### src/rtl/soc_boot_loader_pkg.sv
// rtl/soc_boot_loader_pkg.sv - shared encodings for the serial boot loader
// Frame on the wire: BOOT_SYNC, addr_lo, addr_hi, len_lo, len_hi, data[len], chk.
package soc_boot_loader_pkg;

  localparam logic [7:0] BOOT_SYNC = 8'hA5;

  typedef enum logic [2:0] {
    ST_WAIT_SYNC = 3'd0,
    ST_ADDR_LO   = 3'd1,
    ST_ADDR_HI   = 3'd2,
    ST_LEN_LO    = 3'd3,
    ST_LEN_HI    = 3'd4,
    ST_DATA      = 3'd5,
    ST_CHECK     = 3'd6,
    ST_RUN       = 3'd7
  } boot_state_e;

  typedef enum logic [1:0] {
    RX_IDLE,
    RX_START,
    RX_DATA,
    RX_STOP
  } rx_state_e;

endpackage

### src/rtl/soc_boot_loader_if.sv
// rtl/soc_boot_loader_if.sv - RAM write port driven by the boot loader
interface soc_boot_loader_if;

  logic [15:0] mem_addr;
  logic [7:0]  mem_wdata;
  logic        mem_we;

  modport master (output mem_addr, output mem_wdata, output mem_we);
  modport slave  (input  mem_addr, input  mem_wdata, input  mem_we);

endinterface

### src/rtl/soc_boot_loader_acia_rx.sv
// rtl/soc_boot_loader_acia_rx.sv - 8N1 serial receiver timed by a clock-enable pulse
// clk_freq here is the rate of the pclk enable, not of clk.
module acia_rx
  import soc_boot_loader_pkg::*;
#(
  parameter int clk_freq = 4000000,
  parameter int sym_rate = 115200
) (
  input  logic       clk,
  input  logic       reset_n,
  input  logic       pclk,
  input  logic       rx,
  output logic [7:0] rx_dat,
  output logic       rx_stb,
  output logic       rx_err
);

  localparam int DIV  = (clk_freq + sym_rate / 2) / sym_rate;
  localparam int HALF = DIV / 2;
  localparam int CW   = $clog2(DIV + 1);

  rx_state_e   state_q, state_d;
  logic [2:0]  sync_q, sync_d;
  logic [CW-1:0] cnt_q, cnt_d;
  logic [2:0]  bit_q, bit_d;
  logic [7:0]  shift_q, shift_d;
  logic [7:0]  dat_q, dat_d;
  logic        stb_q, stb_d;
  logic        err_q, err_d;
  logic        rx_s, rx_p;

  assign rx_s = sync_q[1];
  assign rx_p = sync_q[2];

  always_comb begin
    state_d = state_q;
    sync_d  = {sync_q[1:0], rx};
    cnt_d   = cnt_q;
    bit_d   = bit_q;
    shift_d = shift_q;
    dat_d   = dat_q;
    stb_d   = 1'b0;
    err_d   = 1'b0;
    case (state_q)
      // Only a falling edge starts a byte, so a line stuck low after a framing error stays idle.
      RX_IDLE: begin
        if (rx_p && !rx_s) begin
          state_d = RX_START;
          cnt_d   = '0;
        end
      end
      RX_START: begin
        if (pclk) begin
          if (cnt_q == CW'(HALF - 1)) begin
            cnt_d   = '0;
            bit_d   = '0;
            state_d = rx_s ? RX_IDLE : RX_DATA;
          end else begin
            cnt_d = cnt_q + 1'b1;
          end
        end
      end
      RX_DATA: begin
        if (pclk) begin
          if (cnt_q == CW'(DIV - 1)) begin
            cnt_d   = '0;
            shift_d = {rx_s, shift_q[7:1]};
            bit_d   = bit_q + 1'b1;
            if (bit_q == 3'd7) state_d = RX_STOP;
          end else begin
            cnt_d = cnt_q + 1'b1;
          end
        end
      end
      RX_STOP: begin
        if (pclk) begin
          if (cnt_q == CW'(DIV - 1)) begin
            state_d = RX_IDLE;
            if (rx_s) begin
              stb_d = 1'b1;
              dat_d = shift_q;
            end else begin
              err_d = 1'b1;
            end
          end else begin
            cnt_d = cnt_q + 1'b1;
          end
        end
      end
      default: state_d = RX_IDLE;
    endcase
  end

  always_ff @(posedge clk) begin
    if (!reset_n) begin
      state_q <= RX_IDLE;
      sync_q  <= 3'b111;
      cnt_q   <= '0;
      bit_q   <= '0;
      shift_q <= '0;
      dat_q   <= '0;
      stb_q   <= 1'b0;
      err_q   <= 1'b0;
    end else begin
      state_q <= state_d;
      sync_q  <= sync_d;
      cnt_q   <= cnt_d;
      bit_q   <= bit_d;
      shift_q <= shift_d;
      dat_q   <= dat_d;
      stb_q   <= stb_d;
      err_q   <= err_d;
    end
  end

  assign rx_dat = dat_q;
  assign rx_stb = stb_q;
  assign rx_err = err_q;

endmodule

### src/rtl/soc_boot_loader.sv
// rtl/soc_boot_loader.sv - loads a framed serial image into RAM, then releases the CPU
// Falls through to ROM boot if no sync byte arrives before the timeout.
module soc_boot_loader
  import soc_boot_loader_pkg::*;
#(
  parameter int clk_freq      = 16000000,
  parameter int periph_freq   = 4000000,
  parameter int baudrate      = 115200,
  parameter int timeout_ticks = 4000000
) (
  input  logic               clk,
  input  logic               reset_n,
  input  logic               pclk,
  input  logic               rx,
  output logic               cpu_reset_n,
  soc_boot_loader_if.master  mem,
  output logic               busy,
  output logic               err,
  output logic               done
);

  localparam int TW = $clog2(timeout_ticks + 1);
  localparam logic [TW-1:0] TMO_LAST = TW'(timeout_ticks - 1);

  if (periph_freq > clk_freq || 2 * baudrate > periph_freq) begin : g_bad_cfg
    $error("soc_boot_loader: invalid clock/baud configuration");
  end

  logic [7:0] rx_dat;
  logic       rx_stb;
  logic       rx_err;

  acia_rx #(
    .clk_freq (periph_freq),
    .sym_rate (baudrate)
  ) u_rx (
    .clk     (clk),
    .reset_n (reset_n),
    .pclk    (pclk),
    .rx      (rx),
    .rx_dat  (rx_dat),
    .rx_stb  (rx_stb),
    .rx_err  (rx_err)
  );

  boot_state_e   state_q, state_d;
  logic [15:0]   addr_q, addr_d;
  logic [15:0]   len_q, len_d;
  logic [7:0]    xor_q, xor_d;
  logic          synced_q, synced_d;
  logic [TW-1:0] tmo_q, tmo_d;
  logic          cpu_q, cpu_d;
  logic [15:0]   maddr_q, maddr_d;
  logic [7:0]    mwdata_q, mwdata_d;
  logic          mwe_q, mwe_d;
  logic          busy_q, busy_d;
  logic          err_q, err_d;
  logic          done_q, done_d;
  logic          sync_byte;
  logic          tmo_expire;

  always_comb begin
    state_d    = state_q;
    addr_d     = addr_q;
    len_d      = len_q;
    xor_d      = xor_q;
    synced_d   = synced_q;
    tmo_d      = tmo_q;
    cpu_d      = cpu_q;
    maddr_d    = maddr_q;
    mwdata_d   = mwdata_q;
    mwe_d      = 1'b0;
    busy_d     = busy_q;
    err_d      = err_q;
    done_d     = done_q;
    tmo_expire = 1'b0;
    sync_byte  = rx_stb && !rx_err && (rx_dat == BOOT_SYNC);

    if (state_q == ST_WAIT_SYNC && !synced_q && pclk) begin
      tmo_d      = tmo_q + 1'b1;
      tmo_expire = (tmo_q == TMO_LAST);
    end

    case (state_q)
      ST_RUN: ;
      // A sync byte beats a simultaneous timeout; anything else lets the timeout win.
      ST_WAIT_SYNC: begin
        if (sync_byte) begin
          state_d  = ST_ADDR_LO;
          busy_d   = 1'b1;
          err_d    = 1'b0;
          xor_d    = '0;
          synced_d = 1'b1;
        end else if (tmo_expire) begin
          state_d = ST_RUN;
          cpu_d   = 1'b1;
        end else if (rx_err) begin
          err_d  = 1'b1;
          busy_d = 1'b0;
        end
      end
      default: begin
        if (rx_err) begin
          state_d = ST_WAIT_SYNC;
          err_d   = 1'b1;
          busy_d  = 1'b0;
        end else if (rx_stb) begin
          case (state_q)
            ST_ADDR_LO: begin
              addr_d[7:0] = rx_dat;
              state_d     = ST_ADDR_HI;
            end
            ST_ADDR_HI: begin
              addr_d[15:8] = rx_dat;
              state_d      = ST_LEN_LO;
            end
            ST_LEN_LO: begin
              len_d[7:0] = rx_dat;
              state_d    = ST_LEN_HI;
            end
            ST_LEN_HI: begin
              len_d[15:8] = rx_dat;
              state_d     = ({rx_dat, len_q[7:0]} == 16'd0) ? ST_CHECK : ST_DATA;
            end
            ST_DATA: begin
              maddr_d  = addr_q;
              mwdata_d = rx_dat;
              mwe_d    = 1'b1;
              xor_d    = xor_q ^ rx_dat;
              addr_d   = addr_q + 16'd1;
              len_d    = len_q - 16'd1;
              if (len_q == 16'd1) state_d = ST_CHECK;
            end
            ST_CHECK: begin
              busy_d = 1'b0;
              if (rx_dat == xor_q) begin
                state_d = ST_RUN;
                done_d  = 1'b1;
                cpu_d   = 1'b1;
              end else begin
                state_d = ST_WAIT_SYNC;
                err_d   = 1'b1;
              end
            end
            default: ;
          endcase
        end
      end
    endcase
  end

  always_ff @(posedge clk) begin
    if (!reset_n) begin
      state_q  <= ST_WAIT_SYNC;
      addr_q   <= '0;
      len_q    <= '0;
      xor_q    <= '0;
      synced_q <= 1'b0;
      tmo_q    <= '0;
      cpu_q    <= 1'b0;
      maddr_q  <= '0;
      mwdata_q <= '0;
      mwe_q    <= 1'b0;
      busy_q   <= 1'b0;
      err_q    <= 1'b0;
      done_q   <= 1'b0;
    end else begin
      state_q  <= state_d;
      addr_q   <= addr_d;
      len_q    <= len_d;
      xor_q    <= xor_d;
      synced_q <= synced_d;
      tmo_q    <= tmo_d;
      cpu_q    <= cpu_d;
      maddr_q  <= maddr_d;
      mwdata_q <= mwdata_d;
      mwe_q    <= mwe_d;
      busy_q   <= busy_d;
      err_q    <= err_d;
      done_q   <= done_d;
    end
  end

  assign cpu_reset_n   = cpu_q;
  assign mem.mem_addr  = maddr_q;
  assign mem.mem_wdata = mwdata_q;
  assign mem.mem_we    = mwe_q;
  assign busy          = busy_q;
  assign err           = err_q;
  assign done          = done_q;

endmodule
### src/flat_wrapper.sv
// flat-port wrapper written by rule: the top's interface ports become plain ports
module soc_boot_loader_flat import soc_boot_loader_pkg::*;
#(
  parameter int clk_freq      = 16000000,
  parameter int periph_freq   = 4000000,
  parameter int baudrate      = 115200,
  parameter int timeout_ticks = 4000000
)
  (clk, reset_n, pclk, rx, cpu_reset_n, busy, err, done, mem_mem_addr, mem_mem_wdata, mem_mem_we);
  soc_boot_loader_if mem_i ();
  input  logic clk;
  input  logic reset_n;
  input  logic pclk;
  input  logic rx;
  output logic cpu_reset_n;
  output logic busy;
  output logic err;
  output logic done;
  output wire logic [$bits(mem_i.mem_addr)-1:0] mem_mem_addr;
  output wire logic [$bits(mem_i.mem_wdata)-1:0] mem_mem_wdata;
  output wire logic [$bits(mem_i.mem_we)-1:0] mem_mem_we;
  assign mem_mem_addr = mem_i.mem_addr;
  assign mem_mem_wdata = mem_i.mem_wdata;
  assign mem_mem_we = mem_i.mem_we;
  soc_boot_loader #(.clk_freq(clk_freq), .periph_freq(periph_freq), .baudrate(baudrate), .timeout_ticks(timeout_ticks)) u_core (.clk(clk), .reset_n(reset_n), .pclk(pclk), .rx(rx), .cpu_reset_n(cpu_reset_n), .mem(mem_i), .busy(busy), .err(err), .done(done));
endmodule
### config.mk
export PLATFORM = sky130hd
export DESIGN_NAME = soc_boot_loader_flat
export DESIGN_NICKNAME = d
export VERILOG_FILES = /design/src/rtl/soc_boot_loader_pkg.sv /design/src/rtl/soc_boot_loader_if.sv /design/src/rtl/soc_boot_loader_acia_rx.sv /design/src/rtl/soc_boot_loader.sv /design/src/flat_wrapper.sv
export SDC_FILE = /design/constraint.sdc
export NUM_CORES = 1
export LEC_CHECK = 0
export ABC_CLOCK_PERIOD_IN_PS = 2100
export CAP_MARGIN = 30
export CORE_ASPECT_RATIO = 1.2
export CORE_MARGIN = 1
export CORE_UTILIZATION = 54
export DETAILED_ROUTE_END_ITERATION = 7
export HOLD_SLACK_MARGIN = 0.03
export PLACE_DENSITY = 0.8
export SLEW_MARGIN = 20
export SYNTH_ARGS = -nofsm -noshare
export SYNTH_HDL_FRONTEND = slang
export SYNTH_HIERARCHICAL = 1
export SYNTH_SLANG_ARGS = --single-unit
### constraint.sdc
create_clock -name clk -period 2.1 [get_ports clk]
set_input_delay 0.21 -clock clk [delete_from_list [all_inputs] [get_ports clk]]
set_output_delay 0.21 -clock clk [all_outputs]
set_load 0.005 [all_outputs]
==> results.md, run 1 <==
- Status: finished clean
- Post-synthesis cell type count: 77
- Post-synth EDFFs: 0
- Measured slew at the worst slew-check pin: 0.5998 ns
- Worst Path Required: 2.39 ns
- Critical-path top delay cell: or4_1
- Starting Density: a little under three fifths
- Initial antenna violation count: 0
- Final period util: 96.34%
- Final nets: between 800 and 900
- Gr ovfl total: 0
- Gr usage total: between 20 and 30%
- Clk buf depth: 2
- R2R depth: 4
- Fin. Hold Viols: 0
- CP arrival: approximately 2.3 ns
- Design area: 7600 um2
- Num rows: 42
- FILL cells: approximately 850
- Dpl cells: ~930
- P_leak: 0.002809 uW
- Worst relative slew slack: around three fifths
- Final worst path period need: between 2 and 2.5 ns
- Area of the multi-input gates: 3505 um2
- CP endpoint kind: flop
- Highest Clock Rate: ~500 MHz
- Die Y: around 120 um
- Sequential Area: 2544 um2
- HPWL after detailed placement: roughly 11 mm
- DRT iter0 DRCs: roughly 450
- Reported max-cap violation count: 0
- Synth Cell Area: around 6300 um2
- Pre-Repair DR Iteration Count: 5
- Critical Path Fanout Max: 8
- Critical setup path kind: reg -> reg
- Avg WL per Cell: around 17 um
- Cell Count, Final, Fillers Out: about 960
- Place WS: -0.04924 ns
- Count of final setup violators: 0
- DIE AREA: around 12,000 um2
- Root Driver: clkbuf_16
- Power after layout: slightly below 6000 uW
- Syn Inst Count: around 750
- Routed wire length: ~16 mm
- Post-DRT Antenna Nets: 0
- Clock skew: just under 0.007 ns
- DR vias: ~5,900
- Worst skew pair latency: between 0.4 and 0.5 ns
- CTS tree: yes
- CP peak stage delay: 0.69 ns
- Fraction of registers with async set/reset: 0%
- DIE WIDTH: between 100 and 150 um
- Sequential fraction of the synthesis area: approximately two fifths
- Fin Setup TNS: 0 ns
- Setup ws final: around 0.077 ns
- CTS sink cnt: ~130
- Diode count: 0
- Synth Area per Inst: 8.362 um2
- Critical Path, Cell by Cell: or4_1 -> o311ai_4 -> nand2_2 -> o32a_1
- Final Slew Violations: 0
- Primary FF master, synth: dfxtp_1
- RSZ-0062 raised after global routing: false
- Setup Buffers After CTS: 0
- IO buf count: 32
- IO Pins: 33
- Type of the worst min-delay path: in -> reg
- Vias in the first global route: ~5,800
- Synth Register Bits: 127
- Largest net degree at the start of global routing: 57
- Pwr/cell area: approximately 760 nW/um2
- CP Launch Type: flop
- H-tree level count: 4
- Yosys warning total: 6
- Layout cells sized above 1: 13.99%
- Drt via density: slightly above 6
- Placer Congestion: a little over 0.9
- Syn-to-layout area delta: 20.85%
- VDD IR-drop max: between 0.0005 and 0.0006 V
- Hold depth: 2
- CTS clock-pin slew for the worst setup and hold paths: around 0.05 ns
- Total CTS buffers: 17
- DRC errors left: 0
- Core box area: about 11,000 um2
- Hold Buf Count CTS: 0
- Dpl cell area: approximately 6900 um2
- Syn nets: 765
- Global-route wire length before repair: around 27 mm
[power by group]
| part | internal, uW | switching [uW] |
|---|---|---|
| registers | 2420 | 14.9 |
| clock network | 2230 | 994 |
| logic | 38.4 | 71.9 |
[worst max-delay path, delay by kind of cell (launching register included)]
family | cells | cell delay, ns
AND/OR/NAND/NOR | 2 | 0.80
AO/OA/AOI/OAI | 2 | 0.73
flip-flops | 1 | 0.37
[cell type report]
class,count,share of cell area (%)
clock buffer,26,6.569
clock inverter,5,1.976
inverter,15,0.7409
multi-input combinational,563,46.11
sequential,127,33.47
tap,154,2.535
timing repair buffer,72,8.594
[flip-flops by register name, indices dropped and copies added (netlist names), 3 cells and up, named ones only]
name,cells
u_core/tmo_q,22
u_core/addr_q,16
u_core/len_q,16
u_core/mem.mem_addr,16
u_core/mem.mem_wdata,8
u_core/u_rx/rx_dat,8
u_core/u_rx/shift_q,8
u_core/xor_q,8
u_core/u_rx/cnt_q,6
u_core/state_q,3
u_core/u_rx/bit_q,3
u_core/u_rx/sync_q,3
[cells by family (layout without fill, tap and decap cells)]
group                    count (synthesis)  in the layout  synth area share [%]
flip-flops                             127            127                 40.43
buffers and inverters                   62            118                 4.337
XOR/XNOR                                33             33                 4.596
adder cells (fa/ha/maj)                  9              9                 1.791
multiplexers                            11             11                 1.751
AO/OA/AOI/OAI                          183            183                 19.90
AND/OR/NAND/NOR                        327            327                 27.20
[what timing repair did]
| action | CTS | global route |
|---|---|---|
| setup endpoints to repair | 3 | 3 |
| gates resized for setup | 2 | 5 |
| pin swaps | 0 | 1 |
[layer usage]
layer	GRT usage (%)	share of wire, %
met2	48.50	51
met3	6.012	5.6
met1	31.64	39
met5	0	0
met4	15.58	4.1
[through the flow]
step           utilization (%)  hold WS, ns
6_report                 67.90       0.2538
5_1_grt                  67.90       0.2528
4_1_cts                  67.70       0.2366
3_5_place_dp             61.80       0.4161
3_3_place_gp             61.80       0.3943
2_1_floorplan                -       0.3115
[worst paths after layout]
kind | from | endpoint | slack [ns]
setup / recovery | u_core/len_q[4] | u_core/state_q[2] | 0.08
hold / removal | reset_n | u_core/done | 0.25
setup reg to reg | u_core/len_q[4] | u_core/state_q[2] | 0.08
hold reg to reg | u_core/u_rx/sync_q[0] | u_core/u_rx/sync_q[1] | 0.43
[layout by cell type (no fill, tap or decap), types with 4 or more instances in the layout]
master	n
and3_1	20
o21a_1	4
nand2b_1	13
clkbuf_1	5
ha_1	9
a31o_2	4
xor2_1	26
nand2_1	92
a21oi_1	62
clkdlybuf4s50_1	31
o21ai_0	35
nand4_1	12
xnor2_1	7
nor2_1	66
nor4_1	10
dfxtp_1	126
nor2b_1	12
clkbuf_16	17
or4_1	4
and2_1	7
o221a_2	15
nand3_1	35
clkbuf_8	4
a31oi_1	16
a41oi_1	4
and4_1	5
nor3_1	19
mux2i_1	11
inv_1	14
o211ai_1	7
bufinv_16	5
buf_4	37
[cells in the mapped netlist (all sizes together) (5+ instances only)]
library cell	count	area, um2
and3	20	125.1
nor2	70	275.3
xor2	26	227.7
mux2i	11	110.1
nand2	93	349.1
a31oi	16	100.1
nand3	35	175.2
nor3	19	95.09
xnor2	7	61.31
nor2b	13	83.83
inv	15	56.30
or4	5	41.29
a21oi	62	310.3
o21ai	37	185.2
nand4	13	87.58
and4	5	43.79
nand2b	13	81.33
ha	9	112.6
dfxtp	127	2542
and2	7	43.79
clkbuf	35	131.4
o211ai	8	65.06
o221a	16	180.2
buf	12	85.07
nor4	12	105.1
(Power assumes the default switching activity.)
==> run 2: changes to the inputs <==
Settings changed: GPL_ROUTABILITY_DRIVEN from default to 0.
==> run 2 against run 1 <==
Design area is 0.91% lower. Count of clock-buffer cells in the layout is the same. Combinational power is essentially flat. Worst setup slack got worse by 0.031 ns. Sequential share of layout area rose by 0.29 points. Critical endpoint is now u_core/state_q[1].
==> results.md, run 2 (synthesis results as in run 1) <==
- Crit Reg-Reg Startpoint: u_core/len_q[0]
- Type of the worst min-delay path: in -> reg
- Layout cells sized above 1: around 15%
- RSZ-0062 raised after global routing: false
- DRT iter0 DRCs: 420
- Critical Path, Cell by Cell: buf_4 -> inv_1 -> ha_1 -> or3b_2 -> nor2_4 -> a31oi_1 -> a311oi_1 -> o311a_1
- Gr ovfl total: 0
- Initial antenna violation count: 0
- Setup Buffers After CTS: 0
- Worst skew pair latency: 0.43 ns
- Final worst path period need: between 2 and 2.5 ns
- Largest register FFs: 22
- Dpl cell area: slightly below 7000 um2
- Highest Clock Rate: about 490 MHz
- Avg WL per Cell: roughly 16 um
- Global-route wire length before repair: ~26 mm
- Most common cell after layout, fill and taps aside: dfxtp_1
- IO Pins: 33
- Pwr/cell area: between 700 and 800 nW/um2
- Total CTS buffers: 17
- VDD IR-drop max: ~0.00052 V
- Clk buf depth: 2
- Cell Count, Final, Fillers Out: 966
- Status: finished clean
- Setup ws final: approximately 0.045 ns
- H-tree level count: 4
- Num rows: 42
- Final Slew Violations: 0
- Final nets: a little over 800
- CP Launch Type: flop
- RR Endpoint: u_core/state_q[1]
- R2R depth: 8
- Place WS: between 0.007 and 0.008 ns
- Dpl cells: about 940
- CP arrival: approximately 2.4 ns
- Routed wire length: 15.62 mm
- WP buf/inv: 2
- Hold depth: 3
- DIE AREA: around 12,000 um2
- Design area: ~7500 um2
- Gr usage total: 27.33%
- Final period util: a little over nine tenths
- Commonest cells after routing, fill and taps aside: dfxtp_1 (127), nand2_1 (92), nor2_1 (66), a21oi_1 (62), buf_4 (43)
- Fin. Hold Viols: 0
- Worst Path Required: 2.46 ns
- WP depth: 8
- Fin Setup TNS: 0 ns
- HP Start: reset_n
- Biggest register: u_core/tmo_q
- Hold Buf Count CTS: 0
- Critical setup path kind: reg -> reg
- CP startpoint: u_core/len_q[0]
- Flop-to-flop setup slack: ~0.045 ns
- Reported max-cap violation count: 0
- HPWL after detailed placement: around 11 mm
- Post-DRT Antenna Nets: 0
- Core box area: 11,190 um2
- Die Y: approximately 120 um
- DRC errors left: 0
- CTS sink cnt: between 100 and 150
- Critical Path Fanout Max: 5
- DIE WIDTH: ~100 um
- Hold endpoint: u_core/done
- IO buf count: 32
- Syn-to-layout area delta: 19.76%
- Measured slew at the worst slew-check pin: between 0.6 and 0.7 ns
- Critical-path top delay cell: or3b_2
- Drt via density: 6.047
- Hold Slack: ~0.3 ns
- Worst relative slew slack: between 50% and 60%
- Pre-Repair DR Iteration Count: 5
- Root Driver: clkbuf_16
- CTS tree: yes
- Clock skew: slightly above 0.006 ns
- CTS clock-pin slew for the worst setup and hold paths: ~0.05 ns
- CP endpoint kind: flop
- Diode count: 0
- Delay-heaviest family, CP: simple AND/OR/NAND/NOR gates
- P_leak: roughly 0.0028 uW
- Largest net degree at the start of global routing: 53
- Count of final setup violators: 0
- CP peak stage delay: 0.52 ns
- Vias in the first global route: around 5,600
- Starting Density: between 50% and 60%
- DR vias: ~5,800
## run 2: worst max-delay path by stage
stage	end	slack [ns]
CTS	u_core/state_q[1]	0.05
global placement	u_core/state_q[1]	0.06
finish	u_core/state_q[1]	0.05
floorplan	u_core/err	0.05
global route	u_core/state_q[1]	0.02
detailed placement	u_core/state_q[1]	0.008
## run 2: metal layers
metal / up-vias / routed length (um) / global-route usage (%)
met4: 0 / 602 / 14.67
met2: 224 / 7896 / 47.52
met5: - / 0 / 0
li1: 2810 / - / -
met3: 62 / 869 / 7.457
met1: 2745 / 6246 / 29.98
## run 2: power by group
group / total (uW) / switching [uW] / internal [uW]
clock: 2810 / 1010 / 1800
combinational: 108 / 71.7 / 35.9
sequential: 2440 / 15.1 / 2420
## run 2: what timing repair did
action                                  4_1_cts  5_1_grt
gates resized for setup                       2        5
pin swaps                                     0        1
endpoints found under the setup margin        2       10
## run 2: area by class of cell
| cell class | count | area [um2] |
|---|---|---|
| Fill cell | 871 | 3662 |
| Multi-Input combinational cell | 563 | 3510 |
| Clock inverter | 5 | 52.55 |
| Sequential cell | 127 | 2542 |
| Clock buffer | 26 | 519.2 |
| Tap cell | 154 | 192.7 |
| Timing Repair Buffer | 76 | 658.1 |
| Inverter | 15 | 56.30 |
## run 2: per-stage QoR
stage / power [uW] / utilization (%)
2_1_floorplan: 2561 / -
3_3_place_gp: 2588 / 61.85
3_5_place_dp: 2593 / 61.85
4_1_cts: 5392 / 67.05
5_1_grt: 5499 / 67.28
6_report: 5359 / 67.28
## run 2: worst reg2reg max path: stages (launching register included)
cell and delay, ns:
dfxtp_1 0.32, buf_4 0.15, inv_1 0.05, ha_1 0.19, or3b_2 0.52, nor2_4 0.13, a31oi_1 0.13, a311oi_1 0.31
o311a_1 0.19
